[src/rtl/dram_arbiter.sv]
// Four-requester arbiter onto a dual-port RAM, two winners per cycle.
// Build with ARB_STATS_EN defined to get the write-conflict defer counter.
module dram_arbiter #(
  parameter int AW = 3,
  parameter int DW = 3
) (
  input  logic            clk,
  input  logic            rst_n,
  input  logic [3:0]      req,
  input  logic [3:0]      req_wr,
  input  logic [4*AW-1:0] req_addr,
  input  logic [4*DW-1:0] req_wdata,
  output logic [3:0]      gnt,
  output logic [3:0]      rvalid,
  output logic [4*DW-1:0] rdata,
  output logic            en_a,
  output logic            wr_a,
  output logic [AW-1:0]   addr_a,
  output logic [DW-1:0]   wdata_a,
  output logic            en_b,
  output logic            wr_b,
  output logic [AW-1:0]   addr_b,
  output logic [DW-1:0]   wdata_b,
  input  logic [DW-1:0]   rdata_a,
  input  logic [DW-1:0]   rdata_b,
  output logic [7:0]      defer_cnt
);

  typedef enum logic {IDLE, ISSUE} port_st_t;

  port_st_t  st_a, st_b;
  logic [1:0] rr_ptr;
  logic [1:0] tag_a, tag_b;
  logic       rd_a_vld;
  logic [1:0] rd_a_tag;

  logic [3:0] elig;
  logic [1:0] idx;
  logic       first_vld, second_vld;
  logic [1:0] first, second;
  logic [AW-1:0] addr_f, addr_s;
  logic       conflict;
  logic       a_vld, b_vld;
  logic [3:0] gnt_nxt;
  logic [3:0] rv_nxt;
  logic [1:0] ptr_nxt;

  assign elig = req & ~gnt;

  // Rotating search: first winner from rr_ptr, second after it
  always_comb begin
    idx        = '0;
    first_vld  = 1'b0;
    first      = '0;
    second_vld = 1'b0;
    second     = '0;
    for (int k = 0; k < 4; k++) begin
      idx = rr_ptr + 2'(k);
      if (!first_vld && elig[idx]) begin
        first_vld = 1'b1;
        first     = idx;
      end
    end
    for (int k = 1; k < 4; k++) begin
      idx = first + 2'(k);
      if (first_vld && !second_vld && elig[idx]) begin
        second_vld = 1'b1;
        second     = idx;
      end
    end
  end

  assign addr_f = req_addr[first*AW +: AW];
  assign addr_s = req_addr[second*AW +: AW];

  // Two writes to one address cannot share a cycle; B waits
  assign conflict = second_vld && req_wr[first]
                 && req_wr[second] && (addr_f == addr_s);

  assign a_vld = first_vld;
  assign b_vld = second_vld && !conflict;

  // Next grant vector, read-return vector and pointer
  always_comb begin
    gnt_nxt = '0;
    rv_nxt  = '0;
    ptr_nxt = rr_ptr;
    if (a_vld) begin
      gnt_nxt[first] = 1'b1;
      ptr_nxt        = first + 2'd1;
    end
    if (b_vld) begin
      gnt_nxt[second] = 1'b1;
      ptr_nxt         = second + 2'd1;
    end
    if (en_a && !wr_a) rv_nxt[tag_a] = 1'b1;
    if (en_b && !wr_b) rv_nxt[tag_b] = 1'b1;
  end

  assign en_a = (st_a == ISSUE);
  assign en_b = (st_b == ISSUE);

  // Port FSMs, command registers, grants and read-return tracking
  always_ff @(posedge clk or negedge rst_n) begin
    if (!rst_n) begin
      st_a     <= IDLE;
      st_b     <= IDLE;
      wr_a     <= 1'b0;
      wr_b     <= 1'b0;
      addr_a   <= '0;
      addr_b   <= '0;
      wdata_a  <= '0;
      wdata_b  <= '0;
      tag_a    <= '0;
      tag_b    <= '0;
      gnt      <= '0;
      rvalid   <= '0;
      rr_ptr   <= '0;
      rd_a_vld <= 1'b0;
      rd_a_tag <= '0;
    end else begin
      gnt      <= gnt_nxt;
      rvalid   <= rv_nxt;
      rr_ptr   <= ptr_nxt;
      rd_a_vld <= en_a && !wr_a;
      rd_a_tag <= tag_a;
      if (a_vld) begin
        st_a    <= ISSUE;
        wr_a    <= req_wr[first];
        addr_a  <= addr_f;
        wdata_a <= req_wdata[first*DW +: DW];
        tag_a   <= first;
      end else begin
        st_a    <= IDLE;
      end
      if (b_vld) begin
        st_b    <= ISSUE;
        wr_b    <= req_wr[second];
        addr_b  <= addr_s;
        wdata_b <= req_wdata[second*DW +: DW];
        tag_b   <= second;
      end else begin
        st_b    <= IDLE;
      end
    end
  end

  // Steer RAM read data to the requester slice, zero otherwise
  always_comb begin
    rdata = '0;
    for (int i = 0; i < 4; i++) begin
      if (rvalid[i]) begin
        if (rd_a_vld && rd_a_tag == 2'(i))
          rdata[i*DW +: DW] = rdata_a;
        else
          rdata[i*DW +: DW] = rdata_b;
      end
    end
  end

`ifdef ARB_STATS_EN
  logic [7:0] defer_q;

  // Saturating count of port-B deferrals
  always_ff @(posedge clk or negedge rst_n) begin
    if (!rst_n)
      defer_q <= '0;
    else if (conflict && defer_q != 8'hff)
      defer_q <= defer_q + 8'd1;
  end

  assign defer_cnt = defer_q;
`else
  assign defer_cnt = '0;
`endif

endmodule

[config.mk]
export PLATFORM = sky130hd
export DESIGN_NAME = dram_arbiter
export DESIGN_NICKNAME = d
export VERILOG_FILES = /design/src/rtl/dram_arbiter.sv
export SDC_FILE = /design/constraint.sdc
export NUM_CORES = 1
export LEC_CHECK = 0
export ABC_AREA = 1
export CAP_MARGIN = 20
export CORE_UTILIZATION = 45
export CTS_CLUSTER_DIAMETER = 80
export DETAILED_ROUTE_END_ITERATION = 12
export GPL_ROUTABILITY_DRIVEN = 0
export PLACE_DENSITY = 0.79
export SLEW_MARGIN = 30
export SYNTH_ARGS = -nofsm -noshare
export SYNTH_HDL_FRONTEND = slang
export SYNTH_SLANG_ARGS = --single-unit
[constraint.sdc]
create_clock -name clk -period 4 [get_ports clk]
set_clock_uncertainty 0.05 [all_clocks]
set_input_delay 1.2 -clock clk [delete_from_list [all_inputs] [get_ports clk]]
set_output_delay 1.2 -clock clk [all_outputs]
set_load 0.05 [all_outputs]
Yosys cells after proc, flatten, opt, wreduce, memory -nomap -nowiden:

Cells that the tools add are included.

* reductions and logical operators: 32
* equal/unequal tests: 4
* bitwise logic cells: 4
* multipliers: 2
* $add $sub $neg: 7
* mux-type cells: 56
* shift operators: 4
* order comparisons: 15

Operators by type and width (number)
* variable part select 12 x 5 -> 3 bit: 4
* < comparator 2 x 3 -> 1 bit (second input constant): 11
* 2-to-1 mux 3 bit: 8
* logical AND 1 bit: 22
* 2-to-1 mux 1 bit: 22
* binary-select mux 1 bit (select 2 bit): 9
* 2-to-1 mux 2 bit: 9
* 2-to-1 mux 4 bit: 4
* adder 2 bit (second input constant): 4
* demux 1 bit (select 2 bit): 4
* >= comparator 2 x 1 -> 1 bit (second input constant): 4
* logical NOT 1 bit: 8
* multiplier 2 x 2 -> 4 bit (second input constant): 2
* OR 4 bit: 2
* adder 2 x 1 -> 2 bit (second input constant): 3
* AND 4 bit: 1
* == test 2 bit (second input constant): 2
* NOT 4 bit: 1
* == test 3 bit: 1
* == test 2 x 1 -> 1 bit (second input constant): 1
* logical NOT 2 bit: 1
* nonzero test 2 bit: 1

* bits of input ports: 40
* logic and storage cells: 139
* register bits: 33

Depth between registers and ports, before layout:

Gate-level depths: netlist (run 1).

* depth after elaboration: 34
* gate-level depth with buffers: 33
* gate-level depth less buffers: 30

Worst setup path after synthesis (run 1):

OpenSTA, ideal clock, no wires.

* kind: in2reg
* start: input req[2]
* end: register rr_ptr[0]
* cell stages on the path: 30
* arrival time: 4002 ps
* slack: -177 ps
* setup time: 125 ps
* required time: 3825 ps
* cells stage by stage: nand3_1 nand2_1 nand2_1 nand2_2 inv_4 nand3_4 o21ai_1 inv_1 buf_2 ha_1 inv_1 nand2_1 inv_1 nand3_1 nand2_1 nand3_2 nand2_2 nand2_4 buf_6 nand2_1 nand3_1 nand2_2 nor2_1 nand2_1 nor2_2 nand2_2 nand2_4 buf_8 nand2_1 nand3_1

* cells in the longest elaborated chain, start to end: 33
* elaborated cells between the ends (all ways): 63
* classes of those cells: add/sub (4); mul (2); eq/ne (1); shift (2); mux (34); bitwise (1); reduce/logical (19)

Ends and longest elaborated chain
* start: declaration: RTL line 9 `input logic [3:0] req,`
* AND 4 bit *: RTL line 48 `assign elig = req & ~gnt;`
* binary-select mux 1 bit (select 2 bit): RTL line 59 `if (!first_vld && elig[idx]) begin`
* 2-to-1 mux 1 bit (not written as such): RTL line 59
* 2-to-1 mux 1 bit: RTL line 59
* logical NOT 1 bit: RTL line 59
* logical AND 1 bit: RTL line 59
* 2-to-1 mux 1 bit: RTL line 59
* logical NOT 1 bit: RTL line 59
* (+5 left out)
* named net first[1]: RTL line 40 `logic [1:0] first, second;`
* (+12 left out)
* 2-to-1 mux 2 bit: RTL line 66 `if (first_vld && !second_vld && elig[idx]) begin`
* multiplier 2 x 2 -> 4 bit / binary-select mux 1 bit (select 2 bit) (equally long branches): RTL line 74, 78
* variable part select 12 x 5 -> 3 bit / 2-to-1 mux 1 bit (equally long branches): RTL line 74, 78
* == test 3 bit / logical AND 1 bit (equally long branches): RTL line 78 `&& req_wr[second] && (addr_f == addr_s);`
* logical AND 1 bit: RTL line 78
* logical NOT 1 bit: RTL line 81 `assign b_vld = second_vld && !conflict;`
* logical AND 1 bit: RTL line 81
* 2-to-1 mux 2 bit / nonzero test 2 bit (equally long branches)
* end signal: assignment: RTL line 124 `rr_ptr <= ptr_nxt;`
* end: declaration: RTL line 32 `logic [1:0] rr_ptr;`

The timed path passes the listed nets; every way through them passes the cells marked *. The select of a mux whose other input is x is not followed.
A chain may end at the register's enable or synchronous reset.

Worst setup path in the final report (run 1):

* start: input req[2]
* end: register wr_b

* cells in the longest elaborated chain, start to end: 32
* elaborated cells between the ends (all ways): 59
* classes of those cells: add/sub (3); mul (2); eq/ne (1); shift (2); mux (32); bitwise (1); reduce/logical (18)

Ends and longest elaborated chain
* AND 4 bit *: RTL line 48
* binary-select mux 1 bit (select 2 bit): RTL line 59
* 2-to-1 mux 1 bit (not written as such): RTL line 59
* 2-to-1 mux 1 bit: RTL line 59
* logical NOT 1 bit: RTL line 59
* logical AND 1 bit: RTL line 59
* 2-to-1 mux 1 bit: RTL line 59
* logical NOT 1 bit: RTL line 59
* (+15 left out)
* logical AND 1 bit (2 in series): RTL line 66
* 2-to-1 mux 2 bit: RTL line 66
* multiplier 2 x 2 -> 4 bit / binary-select mux 1 bit (select 2 bit) (equally long branches): RTL line 74, 78, 138
* variable part select 12 x 5 -> 3 bit / 2-to-1 mux 1 bit (equally long branches): RTL line 74, 78, 138
* == test 3 bit / logical AND 1 bit (equally long branches): RTL line 78
* logical AND 1 bit: RTL line 78
* logical NOT 1 bit: RTL line 81
* logical AND 1 bit: RTL line 81
* end signal: assignment: RTL line 138 `wr_b <= req_wr[second];`
* end: declaration: RTL line 21 `output logic wr_b,`

Every way passes the cells marked *; elsewhere a longest branch is shown, timed or not. The select of a mux whose other input is x is not followed.

==> results of run 1 <==
## cells in the mapped netlist
master | instances | area share
nand2_1 | 104 | 0.14
nand3_1 | 48 | 0.086
inv_1 | 45 | 0.060
dfrtp_1 | 33 | 0.30
nor2_1 | 30 | 0.040
o21ai_0 | 28 | 0.050
nand2_2 | 15 | 0.034
a211oi_1 | 12 | 0.032
buf_4 | 11 | 0.030
ha_1 | 8 | 0.036
nand3_2 | 8 | 0.029
a21oi_1 | 6 | 0.011
nand2_4 | 5 | 0.020
o22ai_1 | 5 | 0.011
buf_6 | 4 | 0.016
clkbuf_1 | 4 | 0.0054
nand4_1 | 4 | 0.0090
o21ai_2 | 4 | 0.013
inv_4 | 3 | 0.0067
nand3b_1 | 3 | 0.0081
a21oi_2 | 2 | 0.0063
buf_2 | 2 | 0.0036
nor2_2 | 2 | 0.0045
nor3_1 | 2 | 0.0036
o21ai_1 | 2 | 0.0036
a21oi_4 | 1 | 0.0058
a32o_1 | 1 | 0.0036
buf_8 | 1 | 0.0054
conb_1 | 1 | 0.0013
inv_2 | 1 | 0.0013
nand2_8 | 1 | 0.0072
nand3_4 | 1 | 0.0063
nor2_4 | 1 | 0.0040
xnor2_2 | 1 | 0.0058
xor2_2 | 1 | 0.0058
## flip-flops by register name, indices dropped and copies added (netlist names)
signal,flops
wdata_b,3
en_b,1
tag_a,2
en_a,1
rd_a_vld,1
rr_ptr,2
gnt,4
addr_a,3
tag_b,2
addr_b,3
wr_b,1
rd_a_tag,2
rvalid,4
wr_a,1
wdata_a,3
## per-layer routing
metal,part of all wire,vias up,wire length [um]
met5,0,-,0
met4,0.033,0,285
met3,0.070,34,608
met2,0.52,163,4510
met1,0.38,1512,3280
li1,-,1508,-
## worst max-delay path: cells and delay by family
family	cells	cell delay, ns
and+or+nand+nor	19	1.84
buffers and inverters	7	0.75
adders and majority gates	1	0.22
AOI/OAI and AO/OA	2	0.14
## final cells by class
type | instances | area share
clock buffer | 7 | 0.0196
multi-input combinational | 304 | 0.437
sequential | 33 | 0.188
clock inverter | 1 | 0.00682
tap | 75 | 0.0213
timing repair buffer | 118 | 0.282
inverter | 49 | 0.0452
## logic make-up (layout without fill, tap and decap cells)
group           count (synthesis)  after routing  share of synthesized area
other cells                     1              8                    0.00134
compound gates                 61             61                      0.136
xor+xnor                        2              2                     0.0116
simple gates                  224            225                      0.391
flops                          33             33                      0.296
fa+ha+maj                       8              8                     0.0358
buf+inv                        71            175                      0.129
## metrics by stage
step,util,instance area (um2),setup TNS [ns],instances
after global routing,0.739,4400,-1.55,587
after detailed placement,0.656,3910,-9.92,570
final,0.739,4400,0,587
after CTS,0.697,4150,0,581
after floorplan,-,2840,0,407
after global placement,0.656,3910,-7.82,570
## layout by cell type, fill, tap and decap left out, drive strengths merged
cell           instances
nand2                126
clkdlybuf4s50         59
buf                   59
nand3                 57
inv                   49
o21ai                 34
dfrtp                 33
nor2                  33
a211oi                12
a21oi                  9
conb                   8
ha                     8
clkbuf                 7
o22ai                  5
nand4                  4
nand3b                 3
nor3                   2
xnor2                  1
xor2                   1
a32o                   1
bufinv                 1
## how the worst max path moves through the flow
stage	endpoint	startpoint	slack [ns]	cells past startpoint
CTS	wdata_b[2]	req[0]	0.02	28
floorplan	addr_b[0]	req[2]	0.04	31
global route	rr_ptr[1]	req[2]	-0.12	30
detailed placement	gnt[2]	req[3]	-0.65	26
finish	wr_b	req[2]	0.01	29
global placement	gnt[3]	req[3]	-0.52	26
## timing repair
action | in CTS | in global routing
pin swaps | 20 | 29
setup endpoints to repair | 16 | 16
setup buffers | 4 | 5
cloned | 0 | 1
resized for setup | 32 | 61
==> reports/metrics.csv, run 1 <==
stage;metric;value;unit
floorplanning;dieArea;0.00653;mm2
setup_path;worstPathArrival;4.15;ns
floorplanning;io_pins;84;
setup_path;slowest_stage;ha_4;
synth;seq_area_frac_synth;0.296;
timing;setup_violations;0;
routing;num_vias;3217;
synth;syn-cell-area;0.00279;mm2
clocking;clk_latency;0.28;ns
timing;worstMarginPinSlew;0.605;ns
synth;synth.distinct_cells;35;
floorplanning;die_x;80.8;um
setup_path;max_stage_delay;0.22;ns
layout;area_delta_synth_final;57.5;%
clocking;cts_tree;built;
floorplanning;placementRows;28;
clocking;cts.clk_slew.worst_paths;0.07;ns
global_routing;grt_pass1_wl;13.2;mm
worst_hold_path;hold_depth;0;
routing;drt_pass1_iterations;5;
clocking;htreeDepth;2;
timing;final_max_slew_viol_count;0;
global_routing;use_met3;0.0528;
synth;synthCells;400;
placed_design;portBuffers;75;
routing;wl;8.68;mm
routing;route.detailed.drc;0;
clocking;clkSinkCount;33;
timing;timing_hold_violations_final;0;
timing;max_slew_margin;0.597;
setup_path;worstPathMaxFanout;8;
layout;fin_nets;559;
synth;yosysWarnings;0;
global_routing;grt_use_total;0.262;
floorplanning;die_y;80.8;um
worst_hold_path;min_from;tag_a[0];
setup_path;ff2ff_setup_slack;0.15;ns
placed_design;pre_cts_ws;-0.650;ns
global_routing;grt_use_met1;0.280;
timing;fmax;251;MHz
floorplanning;start_util;0.469;
global_routing;grt_max_degree;34;
setup_path;start_kind;input pin;
clocking;hold_buffers;0;
global_routing;antenna_found_initial;0;
routing;drt-initial-drc-count;290;
worst_hold_path;hp-class;flop to flop;
run;maxCapViolCount;0;
global_routing;overflow;0;
global_routing;use_met2;0.497;
layout;fillers;445;
synth;avgSynthCellArea;6.98;um2
setup_path;worstSetupPathType;input pin to flop;
run_status;outcome;complete, no violations;
layout;multiInputGateArea;0.00192;mm2
layout;regArea;826;um2
clocking;cts.path.max_buffers;2;
floorplanning;core-area;0.00596;mm2
global_routing;grt_pass1_vias;3052;
setup_path;rr_startpoint;rr_ptr[0];
placed_design;dp_hpwl;5.95;mm
timing;period_needed;3.99;ns
timing;fin_hold_ws;0.378;ns
global_routing;busiest_layer;met2;
setup_path;worstPathRequired;4.16;ns
setup_path;cp_common_cell;nand2_4;
layout;drive_gt1_frac;0.316;
worst_hold_path;hold_path_end;rd_a_tag[0];
clocking;cts-root-buf;clkbuf_8;
timing;setup_slack;0.0108;ns
routing;ant_nets;0;
synth;ys_seq_elements;33;
routing;wl_per_cell;14.8;um
layout;diodes;0;
clocking;cts_buffers;5;
setup_path;worstSetupEndpointType;flop;
setup_path;r2r_cells;30;
setup_path;reg2reg_to;wr_b;
timing;min_period_over_period;0.997;
routing;viasPerCell;5.48;
Power of run 1 is not shown: default switching activity piles up to over one toggle a cycle in this logic, so the estimate is an artifact.
==> run 2: changes to the inputs <==
==> constraint.sdc (replaced) <==
create_clock -name clk -period 4 [get_ports clk]
set_clock_uncertainty 0.05 [all_clocks]
set_input_delay 1.2 -clock clk [delete_from_list [all_inputs] [get_ports clk]]
set_output_delay 1.2 -clock clk [all_outputs]
set_load 0.1 [all_outputs]
==> run 2 against run 1 <==
- wire length decreased by 3.8%
- hold slack got worse by 0.0017 ns
- fmax increased by 0.37%
- clock-buffer cell count decreased by 2
- first-iteration DRC count decreased by 32%
- highest routed layer unchanged
- critical path depth unchanged
- die area unchanged
- worst setup slack improved by 0.015 ns
- cell area decreased by 2.0%
- utilization decreased by 1.5 points
- via count decreased by 2.2%
- largest cell class unchanged
==> reports/metrics.csv, run 2 (synthesis gave the netlist of run 1 again) <==
stage;metric;value;unit;change
run_status;outcome;complete, no violations;;unchanged
clocking;clkSinkCount;33;;unchanged
timing;max_slew_margin;0.344;;was 0.597
timing;period_needed;3.97;ns;was 3.99 ns
timing;worstMarginPinSlew;0.981;ns;was 0.605 ns
floorplanning;start_util;0.469;;unchanged
clocking;cts_buffers;5;;unchanged
clocking;hold_buffers;0;;unchanged
setup_path;crit_end;addr_b[1];;was wr_b
clocking;htreeDepth;2;;unchanged
routing;ant_nets;0;;unchanged
setup_path;max_stage_delay;0.32;ns;was 0.22 ns
floorplanning;core-area;0.00596;mm2;unchanged
clocking;cts_tree;built;;unchanged
global_routing;grt_max_degree;34;;unchanged
global_routing;grt_use_total;0.257;;was 0.262
floorplanning;io_pins;84;;unchanged
clocking;cts.path.max_buffers;2;;unchanged
setup_path;rr_startpoint;rr_ptr[0];;unchanged
layout;diodes;0;;unchanged
worst_hold_path;hp-class;flop to flop;;unchanged
timing;fmax;252;MHz;was 251 MHz
placed_design;dp_hpwl;5.80;mm;was 5.95 mm
layout;fin_nets;561;;was 559
floorplanning;placementRows;28;;unchanged
routing;viasPerCell;5.34;;was 5.48
setup_path;path_depth;29;;unchanged
setup_path;critPathLaunch;req[2];;unchanged
placed_design;portBuffers;75;;unchanged
placed_design;postPlaceCellArea;0.00389;mm2;was 0.00391 mm2
timing;timing_hold_violations_final;0;;unchanged
timing;finalSetupTns;0;ns;unchanged
floorplanning;die_x;80.8;um;unchanged
routing;route.detailed.drc;0;;unchanged
setup_path;start_kind;input pin;;unchanged
setup_path;worstSetupEndpointType;flop;;unchanged
setup_path;r2r_cells;29;;was 30
routing;wl;8.35;mm;was 8.68 mm
setup_path;cp_common_cell;nand2_2;;was nand2_4
global_routing;overflow;0;;unchanged
setup_path;reg2reg_to;addr_b[1];;was wr_b
global_routing;antenna_found_initial;0;;unchanged
clocking;cts.clk_slew.worst_paths;0.07;ns;about the same
floorplanning;dieArea;0.00653;mm2;unchanged
setup_path;worstPathArrival;4.15;ns;about the same
routing;drt_pass1_iterations;4;;was 5
clocking;cts-root-buf;clkbuf_8;;unchanged
timing;final_max_slew_viol_count;0;;unchanged
layout;drive_gt1_frac;0.325;;was 0.316
floorplanning;die_y;80.8;um;unchanged
global_routing;grt_pass1_wl;12.8;mm;was 13.2 mm
setup_path;critical_path_buf_inv_count;6;;was 7
layout;reg.largest.list;gnt x4, rvalid x4;;unchanged
setup_path;ff2ff_setup_slack;0.19;ns;was 0.15 ns
setup_path;worstPathMaxFanout;7;;was 8
routing;wl_per_cell;14.2;um;was 14.8 um
setup_path;slowest_stage;ha_4;;unchanged
clocking;clk_latency;0.29;ns;was 0.28 ns
setup_path;worstSetupPathType;input pin to flop;;unchanged
run;maxCapViolCount;0;;unchanged
setup_path;worstPathRequired;4.17;ns;was 4.16 ns
layout;fillers;455;;was 445
routing;num_vias;3146;;was 3217
layout;area_delta_synth_final;54.3;%;was 57.5%
layout;final_cell_mix;nand2_1 (81), clkdlybuf4s50_1 (51), buf_4 (46), inv_1 (42), nand3_1 (37);;was nand2_1 (80), clkdlybuf4s50_1 (59), inv_1 (42), buf_4 (36), dfrtp_1 (33)
layout;final_cell_area;0.00431;mm2;was 0.00440 mm2
timing;setup_violations;0;;unchanged
global_routing;grt_pass1_vias;2969;;was 3052
setup_path;cp_top_family;simple AND/OR/NAND/NOR gates;;unchanged
layout;final_common_cell;nand2_1;;unchanged
routing;drt-initial-drc-count;198;;was 290
timing;min_period_over_period;0.994;;was 0.997
run 2: cell count changes in the layout (fill, tap and decap cells not counted), moves of 2 or more:
| cell | delta |
|---|---|
| buf_2 | +2 |
| buf_4 | +10 |
| buf_6 | -2 |
| clkbuf_2 | +2 |
| clkdlybuf4s50_1 | -8 |
| clkinv_2 | +2 |
| nand2_4 | -2 |
| nand3_1 | +6 |
| nand3_2 | -8 |
| nand3_4 | +2 |
run 2: how the worst min path moves through the flow:
stage / start / to / slack (ns) / depth (start not counted)
after detailed placement: tag_a[0] / rd_a_tag[0] / 0.36 / 0
after CTS: tag_a[0] / rd_a_tag[0] / 0.38 / 0
after floorplan: tag_a[0] / rd_a_tag[0] / 0.35 / 0
after global placement: tag_a[0] / rd_a_tag[0] / 0.35 / 0
final: tag_a[0] / rd_a_tag[0] / 0.38 / 0
after global routing: tag_a[0] / rd_a_tag[0] / 0.40 / 0
run 2: cell type report:
class                   count  area [um2]  area share
clock buffers               5        68.8      0.0160
clock inverters             3        17.5     0.00406
inverters                  49         199      0.0461
multi-input cells         303        1890       0.439
flip-flops and latches     33         826       0.192
well taps                  75        93.8      0.0218
repair buffers            121        1210       0.282
run 2: timing repair:
item,in CTS,in global routing
pin swaps,20,34
setup endpoints to repair,16,16
endpoints found under the hold margin,0,0
gates resized for setup,27,57
setup buffers,6,5
run 2: per-stage QoR:
stage                     instances  hold WS [ns]   util  setup WS (ns)
after floorplan                 407         0.345      -         -0.776
after global placement          570         0.353  0.653         -0.520
after detailed placement        570         0.362  0.653         -0.612
after CTS                       584         0.379  0.689        0.00228
after global routing            589         0.402  0.724         -0.185
final                           589         0.377  0.724         0.0254
run 2: routing by layer:
layer / global-route usage / wire (um) / vias up
li1: - / - / 1517
met1: 0.284 / 3270 / 1473
met2: 0.480 / 4280 / 127
met3: 0.0449 / 507 / 29
met4: 0.111 / 281 / 0
met5: 0 / 0 / -
Power of run 2 is left out for the same reason.
==> run 3: changes to the inputs <==
--- a/config.mk
+++ b/config.mk
@@ -8,7 +8,7 @@
 export ABC_AREA = 1
 export CAP_MARGIN = 20
 export CORE_UTILIZATION = 45
-export CTS_CLUSTER_DIAMETER = 80
+export CTS_CLUSTER_DIAMETER = 50
 export DETAILED_ROUTE_END_ITERATION = 12
 export GPL_ROUTABILITY_DRIVEN = 0
 export PLACE_DENSITY = 0.79
==> results of run 3 <==
No change in the layout: final DEF, timing and power equal those of run 2.
Power of run 3 is left out for the same reason.
